**config.mk**
```make
export PLATFORM = sky130hd
export DESIGN_NAME = dsp_frame_sequencer
export DESIGN_NICKNAME = d
export VERILOG_FILES = /design/src/rtl/dsp_frame_sequencer.sv
export SDC_FILE = /design/constraint.sdc
export NUM_CORES = 1
export LEC_CHECK = 0
export ABC_AREA = 1
export CELL_PAD_IN_SITES_DETAIL_PLACEMENT = 1
export CELL_PAD_IN_SITES_GLOBAL_PLACEMENT = 1
export CORE_AREA = 8 8 457 459
export CTS_CLUSTER_SIZE = 12
export DETAILED_ROUTE_END_ITERATION = 6
export DIE_AREA = 0 0 465 467
export GPL_ROUTABILITY_DRIVEN = 0
export GPL_TIMING_DRIVEN = 0
export HOLD_SLACK_MARGIN = 0.1
export PLACE_DENSITY = 0.5
export REMOVE_ABC_BUFFERS = 1
export SYNTH_ARGS = -nofsm -noshare
export SYNTH_HDL_FRONTEND = slang
export SYNTH_SLANG_ARGS = --single-unit
```
**constraint.sdc**
```tcl
create_clock -name clk_i -period 28.4 [get_ports clk_i]
set_input_delay 4.26 -clock clk_i [delete_from_list [all_inputs] [get_ports clk_i]]
set_output_delay 4.26 -clock clk_i [all_outputs]
set_load 0.01 [all_outputs]
```
**src/rtl/dsp_frame_sequencer.sv**
```systemverilog
// -----------------------------------------------------------------------------
// dsp_frame_sequencer
//
// Sample-rate scheduler in front of DSPCore. An accepted sample strobe latches
// the NUM_CH-channel input frame into the core input bank. The next cycle
// carries a one-cycle core_start pulse. The sequencer then waits a fixed
// PROG_LEN-cycle program run and captures the core outputs into a stable
// output bank. Strobes that arrive while a frame is in flight are dropped
// and recorded by the sticky overrun flag and a saturating counter.
//
// Ports
//   clk_i            system clock
//   reset_i          asynchronous, active-high reset
//   enable_i         1 = accept sample strobes while idle
//   sample_strobe_i  one-cycle pulse per audio sample
//   in_samples_i     input frame, valid in the strobe cycle
//   core_start_o     one-cycle start pulse to DSPCore
//   core_inputs_o    registered input bank to DSPCore
//   core_outputs_i   DSPCore result bank
//   out_samples_o    captured results, held until the next capture
//   out_valid_o      one-cycle pulse when out_samples_o updates
//   busy_o           high whenever a frame is in flight
//   overrun_o        sticky: a strobe arrived while busy
//   overrun_cnt_o    saturating count of dropped strobes
//   overrun_clr_i    clears overrun_o and overrun_cnt_o
//   frame_cnt_o      completed frames, wraps silently
// -----------------------------------------------------------------------------
module dsp_frame_sequencer #(
    parameter int NUM_CH   = 8,
    parameter int SAMPLE_W = 36,
    parameter int PROG_LEN = 64,
    parameter int OVR_W    = 8,
    parameter int FRAME_W  = 16
) (
    input  logic                               clk_i,
    input  logic                               reset_i,
    input  logic                               enable_i,
    input  logic                               sample_strobe_i,
    input  logic [NUM_CH-1:0][SAMPLE_W-1:0]    in_samples_i,
    output logic                               core_start_o,
    output logic [NUM_CH-1:0][SAMPLE_W-1:0]    core_inputs_o,
    input  logic [NUM_CH-1:0][SAMPLE_W-1:0]    core_outputs_i,
    output logic [NUM_CH-1:0][SAMPLE_W-1:0]    out_samples_o,
    output logic                               out_valid_o,
    output logic                               busy_o,
    output logic                               overrun_o,
    output logic [OVR_W-1:0]                   overrun_cnt_o,
    input  logic                               overrun_clr_i,
    output logic [FRAME_W-1:0]                 frame_cnt_o
);

    // Run counter must be able to hold PROG_LEN-1 even when PROG_LEN == 1.
    localparam int CNT_W = (PROG_LEN > 1) ? $clog2(PROG_LEN) : 1;
    localparam logic [CNT_W-1:0] RUN_LAST = CNT_W'(PROG_LEN - 1);
    localparam logic [OVR_W-1:0] OVR_MAX  = {OVR_W{1'b1}};

    typedef enum logic [1:0] {
        IDLE    = 2'd0,
        START   = 2'd1,
        RUN     = 2'd2,
        CAPTURE = 2'd3
    } state_t;

    state_t                              state_q, state_d;
    logic [CNT_W-1:0]                    run_cnt_q;
    logic                                core_start_q;
    logic [NUM_CH-1:0][SAMPLE_W-1:0]     core_inputs_q;
    logic [NUM_CH-1:0][SAMPLE_W-1:0]     out_samples_q;
    logic                                out_valid_q;
    logic                                overrun_q;
    logic [OVR_W-1:0]                    overrun_cnt_q;
    logic [FRAME_W-1:0]                  frame_cnt_q;

    logic                                busy_s;
    logic                                accept_s;
    logic                                drop_s;

    // State register.
    always_ff @(posedge clk_i or posedge reset_i) begin
        if (reset_i) begin
            state_q <= IDLE;
        end else begin
            state_q <= state_d;
        end
    end

    // Next-state logic: fixed-length walk through one frame.
    always_comb begin
        state_d = state_q;
        case (state_q)
            IDLE: begin
                if (accept_s) begin
                    state_d = START;
                end else begin
                    state_d = IDLE;
                end
            end
            START:   state_d = RUN;
            RUN: begin
                if (run_cnt_q == RUN_LAST) begin
                    state_d = CAPTURE;
                end else begin
                    state_d = RUN;
                end
            end
            CAPTURE: state_d = IDLE;
            default: state_d = IDLE;
        endcase
    end

    // State-decoded controls. Strobes while busy are dropped regardless of
    // enable; enable gates only the idle accept.
    always_comb begin
        busy_s   = (state_q != IDLE);
        accept_s = (state_q == IDLE) & sample_strobe_i & enable_i;
        drop_s   = busy_s & sample_strobe_i;
    end

    // Frame datapath: input bank, start pulse, run counter, output capture.
    always_ff @(posedge clk_i or posedge reset_i) begin
        if (reset_i) begin
            core_inputs_q <= '0;
            core_start_q  <= 1'b0;
            run_cnt_q     <= '0;
            out_samples_q <= '0;
            out_valid_q   <= 1'b0;
            frame_cnt_q   <= '0;
        end else begin
            // Input bank changes only on accept, so it is stable through RUN.
            if (accept_s) begin
                core_inputs_q <= in_samples_i;
            end
            core_start_q <= accept_s;
            if (state_q == START) begin
                run_cnt_q <= '0;
            end else if (state_q == RUN) begin
                run_cnt_q <= run_cnt_q + CNT_W'(1);
            end
            if (state_q == CAPTURE) begin
                out_samples_q <= core_outputs_i;
                frame_cnt_q   <= frame_cnt_q + FRAME_W'(1);
            end
            out_valid_q <= (state_q == CAPTURE);
        end
    end

    // Overrun tracking: a new drop event takes priority over a clear.
    always_ff @(posedge clk_i or posedge reset_i) begin
        if (reset_i) begin
            overrun_q     <= 1'b0;
            overrun_cnt_q <= '0;
        end else if (drop_s) begin
            overrun_q <= 1'b1;
            if (overrun_clr_i) begin
                overrun_cnt_q <= OVR_W'(1);
            end else if (overrun_cnt_q != OVR_MAX) begin
                overrun_cnt_q <= overrun_cnt_q + OVR_W'(1);
            end
        end else if (overrun_clr_i) begin
            overrun_q     <= 1'b0;
            overrun_cnt_q <= '0;
        end
    end

    assign core_start_o  = core_start_q;
    assign core_inputs_o = core_inputs_q;
    assign out_samples_o = out_samples_q;
    assign out_valid_o   = out_valid_q;
    assign busy_o        = busy_s;
    assign overrun_o     = overrun_q;
    assign overrun_cnt_o = overrun_cnt_q;
    assign frame_cnt_o   = frame_cnt_q;

endmodule

```
==> results of run 1 <==
power groups by stage:
stage / clock network, W / logic [W] / registers (W)
after global routing: 0.00119 / 0.000118 / 0.000872
final: 0.00110 / 0.000109 / 0.000872
after CTS: 0.00117 / 0.000112 / 0.000872
after detailed placement: 0 / 0.000112 / 0.000887
after floorplan: 0 / 0.0000145 / 0.000888
after global placement: 0 / 0.000108 / 0.000889
worst max-delay path by stage:
stage | cells after the start | end | slack, ps
final | 7 | core_inputs_o[212]$_DFFE_PP0P_ | 21770
after global routing | 4 | busy_o | 21560
after CTS | 4 | busy_o | 21490
after detailed placement | 7 | core_inputs_o[212]$_DFFE_PP0P_ | 20930
after global placement | 5 | core_inputs_o[212]$_DFFE_PP0P_ | -5680
after floorplan | 1 | core_inputs_o[0]$_DFFE_PP0P_ | 7030
kinds of logic (layout without fill, tap and decap cells):
logic type,count (synthesis),count (layout),share of synthesized area (%)
buf+inv,138,1393,3.32
mux,289,289,14.0
flops,611,611,65.5
simple gates,974,974,16.0
other cells,0,14,0
compound gates,18,18,0.402
xor+xnor,10,10,0.375
fa+ha+maj,7,7,0.375
synth_stat cells:
master and instances:
a21oi_1 9, a31oi_1 1, buf_2 51, buf_4 11, buf_6 20, clkbuf_1 14, clkbuf_2 1, dfrtp_1 611
ha_1 7, inv_1 39, inv_2 2, mux2_2 289, nand2_1 911, nand2_2 2, nand3_1 18, nand3_4 1
nand3b_1 2, nand4_1 6, nor2_1 27, nor2_2 2, nor2_4 1, nor3_1 3, nor3b_1 1, o211ai_1 1
o21ai_0 6, o21ai_1 1, xnor2_1 3, xor2_1 7
flip-flops by register name, summed over array words and instances (netlist names):
name           cells
core_inputs_o    288
core_start_o       1
frame_cnt_o       16
out_samples_o    288
out_valid_o        1
overrun_cnt_o      8
overrun_o          1
run_cnt_q          6
state_q            2
routing by layer:
layer / share of wire [%] / track usage [%] / vias up
met4: 1.9 / 2.68 / 38
met3: 11 / 6.09 / 172
li1: - / - / 8894
met1: 35 / 11.8 / 9697
met2: 52 / 21.9 / 836
met5: 0.18 / 0 / -
placed cells by master (no fill, tap or decap), drive strengths merged:
master / instances
clkdlybuf4s50: 1184
clkbuf: 123
clkinvlp: 3
nand3b: 2
nand2: 913
ha: 7
mux2: 289
nor2: 30
o21ai: 7
nor3: 3
o211ai: 1
nand4: 6
a31oi: 1
bufinv: 4
nor3b: 1
inv: 43
dfrtp: 611
a21oi: 9
diode: 14
xor2: 7
nand3: 19
buf: 18
clkinv: 18
xnor2: 3
area by class of cell:
class	instances	area, sq um
Clock inverter	27	370
Antenna cell	14	35.0
Inverter	41	169
Clock buffer	123	2500
Fill cell	22900	160000
Multi-Input combinational cell	1298	7290
Timing Repair Buffer	1202	12300
Tap cell	2672	3340
Sequential cell	611	15300
per-stage QoR:
| stage | worst slack [ps] | util [%] |
|---|---|---|
| after global placement | -5680 | 18.8 |
| final | 21770 | 20.5 |
| after floorplan | 7030 | - |
| after global routing | 21560 | 20.5 |
| after detailed placement | 20930 | 19.1 |
| after CTS | 21490 | 20.5 |
worst reg2reg max path: stages (launching register included):
cell	delay, ps
dfrtp_1	420
inv_1	100
ha_1	270
nand3_4	640
buf_16	450
inv_8	290
buf_16	400
nand2_1	560
nand2_1	140
==> run metrics, run 1 <==
Critical R2R Launch state_q[0]$_DFF_PP0_; DR iter-0 viols approximately 650; WS Path Type in -> reg; initial antenna violation count 47; Syn-to-layout area delta 77.2%; WHS 473 ps; Num CTS Buffers 86; CTS tree done; Worst Max-Slew Pin Slew 833 ps; die height between 400 and 500 microns; total power 0.00208 W; mapped cell area 0.0233 sq mm; Synth top area share 65.5%; CP arrival 7250 ps; peak supply drop 36.2 uV; number of H-tree levels 3; Final TNS setup 0 ps; layout cell share with drive strength beyond 1 13.7%; Die Wd 465 microns; critical path fanouts, max 141; cells after synthesis 2047; Final Setup Violations 0; Final period util a little under a quarter; Clock power frac a little over half; Die Area approximately 0.22 sq mm; Min-Delay Path Class reg -> reg; Tot GR Track Use 11.8%; fmax 151 MHz; vias in the first global route 21900; drc violations 0; GR Overflow Total 0; row count 165; Setup Fix Bufs, Post-CTS 0; Slew Limit Headroom 44.5%; P_sw 0.000486 W; RSZ-0062 raised after global routing no; Ports 1185; CP max stage cell nand3_4; Nets 3828; Setup Skew 27.2 ps; clock buffer depth 3; CTS resizes 0; wire per inst between 20 and 25 microns; Finished Cell Area 0.0413 sq mm; Total Wirelength 133000 microns; hold path startpoint core_inputs_o[237]$_DFFE_PP0P_; crit path cell chain clkdlybuf4s50_1 > nand3_4 > buf_16 > inv_8 > buf_16 > nand2_1 > nand2_1; largest net degree at the start of global routing 142; Synth area leader dfrtp_1; Sw Share 23.3%; first-pass GRT wire length 184000 microns; hold path cells 2; Synth Register Bits 611; Largest stage delay, worst path 610 ps; cts hold-fix bufs 0; WP buf/inv 4; Max Cap Viol 0; worst path required time 29020 ps; Netlist cell types 28; PD cells 50.4 mW/mm^2; DRT antenna net count 0; clock-pin slew on the worst setup and hold paths 50 ps; root buf cell clkbuf_16; Initial Util 11.6%; status finished clean; CP startpoint sample_strobe_i; hold-critical path endpoint core_inputs_o[237]$_DFFE_PP0P_; sequential area share after synthesis 65.5%; final worst path period need approximately 6600 ps; Warnings, synthesis 0; routed vias/inst approximately 3.3; Lkg Pwr roughly 19 nW; Vias 19600; worst reg2reg path depth 8; largest cells by area after synthesis dfrtp_1, nand2_1, mux2_2; HPWL after DPL 106000 microns; placed cell count 5824; DRT Pass-1 Iters 4; port bufs 1184; core footprint 0.201 sq mm; Syn Area/Cell 11.4 sq um; Comb power frac 5.2%; sequential share of power approximately two fifths; CP delay by family, top buffers and inverters; crit start category input port; Hold Vio Cnt, Final 0; Placed Area 0.0384 sq mm; Worst-Skew Late Latency just under 700 ps; FF-to-FF setup slack roughly 25000 ps; clk sink count around 610; Worst setup EP type flop; P_int 0.00160 W; reg-to-reg critical path endpoint core_inputs_o[212]$_DFFE_PP0P_; final slew viol count 0; fin cells 5988
Note: power is estimated with default switching activity, not from simulation.
==> run 2: changes to the inputs <==
- CORE_AREA: 8 8 457 459 -> 8 8 454 456
- DIE_AREA: 0 0 465 467 -> 0 0 462 464
- PLACE_DENSITY: 0.5 -> 0.52
- clock period: 28.4 -> 5.7 ns (I/O delays scaled with it)
==> run 2 against run 1 <==
  * Combinational power grew to 5.0 times the previous value
  * Setup slack worse by 19000 ps
  * Total power grew to 5.1 times the previous value
  * Cell count is 0.30% lower
  * First-iteration DRC count is 13% higher
  * Via count is 0.90% higher
  * Sequential cell count stayed put
  * Clock power grew to 5.2 times the previous value
  * Sequential power grew to 5.0 times the previous value
  * Critical path type is now reg -> reg
  * Die area is 1.3% lower
  * Cell area is 0.22% higher
  * Non-clock buffer count is 1 higher
==> run metrics, run 2 (synthesis gave the netlist of run 1 again) <==
status finished clean; Worst setup EP type flop; wire per inst ~23 microns; Max Cap Viol 0; layout cell share with drive strength beyond 1 13.8%; Num CTS Buffers 85; die height between 400 and 500 microns; Total Wirelength 139000 microns; Vias 19800; root buf cell clkbuf_16; clock buffer depth 3; critical path fanouts, max between 100 and 150; row count 164; Die Area 0.214 sq mm; Lkg Pwr roughly 19 nW; drc violations 0; peak supply drop 183 uV; CP delay by family, top buffers and inverters; DR iter-0 viols 737; core footprint 0.199 sq mm; first-pass GRT wire length 189000 microns; RSZ-0062 raised after global routing no; cts hold-fix bufs 0; CP most frequent cell nand2_1; fmax around 320 MHz; GR Overflow Total 0; port bufs 1184; Largest stage delay, worst path 570 ps; CTS tree done; vias in the first global route 21900; WP buf/inv 3; clk sink count 611; fill cell count 22700; routed vias/inst 3.32; Final TNS setup 0 ps; most frequent cells in the layout clkdlybuf4s50_1, nand2_1, dfrtp_1; Min-Delay Path Class reg -> reg; Worst Max-Slew Pin Slew 708 ps; CP max stage cell inv_8; crit start category flop; Final Setup Violations 0; worst path required time about 6300 ps; Setup Fix Bufs, Post-CTS 0; largest net degree at the start of global routing about 120; WS Path Type reg -> reg; Nets 3828; Initial Util between 10% and 20%; hold path startpoint core_inputs_o[215]$_DFFE_PP0P_; CP arrival 3720 ps; Slew Limit Headroom 52.7%; Setup Skew approximately 43 ps; clock-pin slew on the worst setup and hold paths approximately 50 ps; final slew viol count 0; Critical R2R Launch state_q[0]$_DFF_PP0_; PD cells 256 mW/mm^2; DRT antenna net count 0; Hold Vio Cnt, Final 0; Tot GR Track Use between 10% and 20%; Final period util 54.5%; crit path cell chain inv_1 > ha_1 > nand3_4 > inv_8 > buf_16 > nand2_1 > nand2_1; initial antenna violation count 49; Final Util 20.9%; Ports 1185; final worst path period need 3110 ps; Die Wd 462 microns; Syn-to-layout area delta 77.6%; HPWL after DPL 113000 microns; CP startpoint state_q[0]$_DFF_PP0_; CTS resizes 0; number of H-tree levels 3; DRT Pass-1 Iters 4; leading cell type in the layout, fill and taps excluded clkdlybuf4s50_1; Worst-Skew Late Latency 700 ps
-- run 2: per-stage QoR --
stage	std cells	power (W)	cell area (sq um)	hold WS [ps]	worst slack, ps
CTS	5961	0.0109	41400	480	2400
global placement	5790	0.00497	37900	463	-24610
detailed placement	5809	0.00498	38400	464	1770
floorplan	1950	0.00450	22700	468	-12260
finish	5970	0.0106	41400	476	2590
global route	5962	0.0111	41400	496	2280
-- run 2: final timing paths --
check	end	cells after the start	slack, ps
min	core_inputs_o[215]$_DFFE_PP0P_	2	480
max in group asynchronous	core_inputs_o[144]$_DFFE_PP0P_	6	2720
max	core_inputs_o[51]$_DFFE_PP0P_	7	2590
max reg2reg	core_inputs_o[51]$_DFFE_PP0P_	7	2590
min in group asynchronous	out_samples_o[248]$_DFFE_PP0P_	2	570
min reg2reg	core_inputs_o[215]$_DFFE_PP0P_	2	480
-- run 2: power by group --
part	switching (W)	internal (W)	leakage, nW
combinational	0.000183	0.000364	8.99
clock	0.00229	0.00342	1.46
sequential	0.00000309	0.00434	8.52
total	0.00248	0.00813	19.0
-- run 2: worst register-to-register path, stage by stage, from the launching register on --
cell,delay [ps]
dfrtp_1,430
inv_1,110
ha_1,290
nand3_4,480
inv_8,580
buf_16,470
nand2_1,520
nand2_1,150
-- run 2: per-layer routing --
layer	GRT usage [%]	routed length, microns
met1	12.8	48800
met2	22.7	70900
met3	5.64	15000
met4	3.61	4210
met5	0	168
-- run 2: layout make-up --
class	count	area, sq um	share of cell area (%)
Sequential cell	611	15300	36.9
Timing Repair Buffer	1203	12400	29.8
Multi-Input combinational cell	1298	7290	17.6
Tap cell	2656	3320	8.02
Clock buffer	114	2390	5.76
Clock inverter	38	591	1.43
Inverter	41	169	0.408
Antenna cell	9	22.5	0.0544
==> run 3: changes to the inputs <==
- clock period: 5.7 -> 2.85 ns (I/O delays scaled with it)
==> run 3 against run 2 <==
  * Total power rose by 100%
  * Clock skew grew 0.66 ps
  * Wire length up 0.92%
  * Critical endpoint is now busy_o
  * Sequential share of layout area fell by 0.13 points
  * Cell count increased by 0.15%
  * Sequential power grew 100%
  * Setup slack lost 2400 ps
  * Highest routed layer unchanged
  * Die area did not move
  * Critical path type is now reg -> out
  * Core utilization increased by 0.072 points
  * Cell area increased by 0.35%
  * Combinational power is 100% higher
==> run metrics, run 3 (synthesis gave the netlist of run 1 again) <==
status finished clean; Syn-to-layout area delta 78.2%; peak supply drop 365 uV; Worst setup EP type output port; leading cell type in the layout, fill and taps excluded clkdlybuf4s50_1; WS Path Type reg -> out; Hold Vio Cnt, Final 0; Ports 1185; Lkg Pwr about 19 nW; Finished Cell Area slightly above 0.04 sq mm; CP max stage cell clkdlybuf4s50_1; fin cells between 5000 and 6000; Die Area 0.214 sq mm; final slew viol count 0; clk sink count 611; register area 0.0153 sq mm; row count roughly 160; die height 464 microns; CTS tree done; Max Cap Viol 0; core footprint about 0.20 sq mm; sequential share of power 40.9%; layout cell share with drive strength beyond 1 around 14%; most frequent cells in the layout clkdlybuf4s50_1, nand2_1, dfrtp_1; Clock power frac between 50% and 60%; Die Wd 462 microns; PD cells roughly 510 mW/mm^2; Num CTS Buffers 85; crit path cell chain inv_1 > ha_2 > inv_1 > clkdlybuf4s50_1; Multi-input gate area 0.00731 sq mm; Final Setup Violations 0; placed cell count 5809; Critical R2R Launch state_q[0]$_DFF_PP0_; vias in the first global route 21900; CP arrival about 2200 ps; P_int 0.0163 W; RSZ-0062 raised after global routing no; GR Overflow Total 0; DRT Pass-1 Iters 4; final worst path period need 2610 ps; critical path fanouts, max 4; drc violations 0; fill cell count 22700; Comb power frac 5.2%; Tot GR Track Use around 13%; Placed Area around 0.038 sq mm; Post-Place Setup Slack -649 ps; reg-to-reg critical path endpoint core_inputs_o[51]$_DFFE_PP0P_; FF-to-FF setup slack around 350 ps; Worst Max-Slew Pin Slew between 700 and 800 ps; Initial Util 11.7%; fmax 384 MHz; DR iter-0 viols 772; root buf cell clkbuf_16; Final period util 91.5%; CP most frequent cell inv_1; worst reg2reg path depth 7; clock-pin slew on the worst setup and hold paths around 50 ps; Min-Delay Path Class in -> async; largest net degree at the start of global routing ~120; first-pass GRT wire length approximately 190000 microns; P_sw 0.00496 W; Sw Share between 20% and 30%; HPWL after DPL 113000 microns; number of H-tree levels 3; wire per inst roughly 23 microns; Slew Limit Headroom 46.9%; total power 0.0212 W; Worst-Skew Late Latency 690 ps; Vias slightly below 20000; crit start category flop; clock buffer depth 3; Total Wirelength about 140000 microns; worst path required time 2420 ps; Setup Skew ~44 ps; initial antenna violation count 47; DRT antenna net count 0; port bufs 1184; Nets 3837; PnR worst setup slack approximately 240 ps; Largest stage delay, worst path roughly 600 ps; routed vias/inst 3.32
## run 3: worst max path at each step
stage,start,to,slack [ps],depth (start not counted)
finish,state_q[0]$_DFF_PP0_,busy_o,240,4
global route,state_q[0]$_DFF_PP0_,busy_o,90,4
CTS,state_q[1]$_DFF_PP0_,frame_cnt_o[14]$_DFFE_PP0P_,60,9
detailed placement,reset_i,core_inputs_o[102]$_DFFE_PP0P_,-650,6
global placement,enable_i,core_inputs_o[212]$_DFFE_PP0P_,-27030,5
floorplan,reset_i,core_inputs_o[0]$_DFFE_PP0P_,-14680,1
## run 3: area by class of cell
type / count / area share, %
clock inverter: 38 / 1.42
multi-input combinational: 1299 / 17.6
inverter: 41 / 0.427
timing repair buffer: 1211 / 30.0
clock buffer: 114 / 5.74
sequential: 611 / 36.8
antenna: 9 / 0.0542
tap: 2656 / 8.00
## run 3: worst max-delay path, delay by kind of cell (launching register included)
kind / cells / cell delay [ps]
buffers and inverters: 3 / 790
adders and majority gates: 1 / 270
DFF: 1 / 420
## run 3: layer usage
| metal | global-route usage, % | routed length [microns] | up-vias |
|---|---|---|---|
| met5 | 0 | 126 | - |
| met4 | 3.88 | 4360 | 20 |
| met3 | 5.55 | 14900 | 184 |
| met2 | 23.0 | 71900 | 907 |
| met1 | 12.9 | 49000 | 9802 |
| li1 | - | - | 8927 |
## run 3: power by group through the flow
stage,logic (W),clock network (W),registers (W)
floorplan,0.000144,0,0.00885
global placement,0.00109,0,0.00886
detailed placement,0.00112,0,0.00884
CTS,0.00115,0.0120,0.00869
global route,0.00121,0.0123,0.00868
finish,0.00111,0.0114,0.00869
## run 3: metrics by stage
| stage | TNS, ps | util [%] | hold slack, ps |
|---|---|---|---|
| finish | 0 | 20.9 | 209 |
| global route | 0 | 20.9 | 152 |
| CTS | 0 | 20.9 | 110 |
| detailed placement | -132970 | 19.3 | 464 |
| global placement | - | 19.1 | 463 |
| floorplan | - | - | 468 |
## run 3: repair_timing
action,in CTS,in global routing
pin swaps,2,1
setup endpoints to repair,140,5
resized for setup,3,1
hold buffers,4,0
buffers inserted,2,2
endpoints found under the hold margin,14,0
cloned,1,0
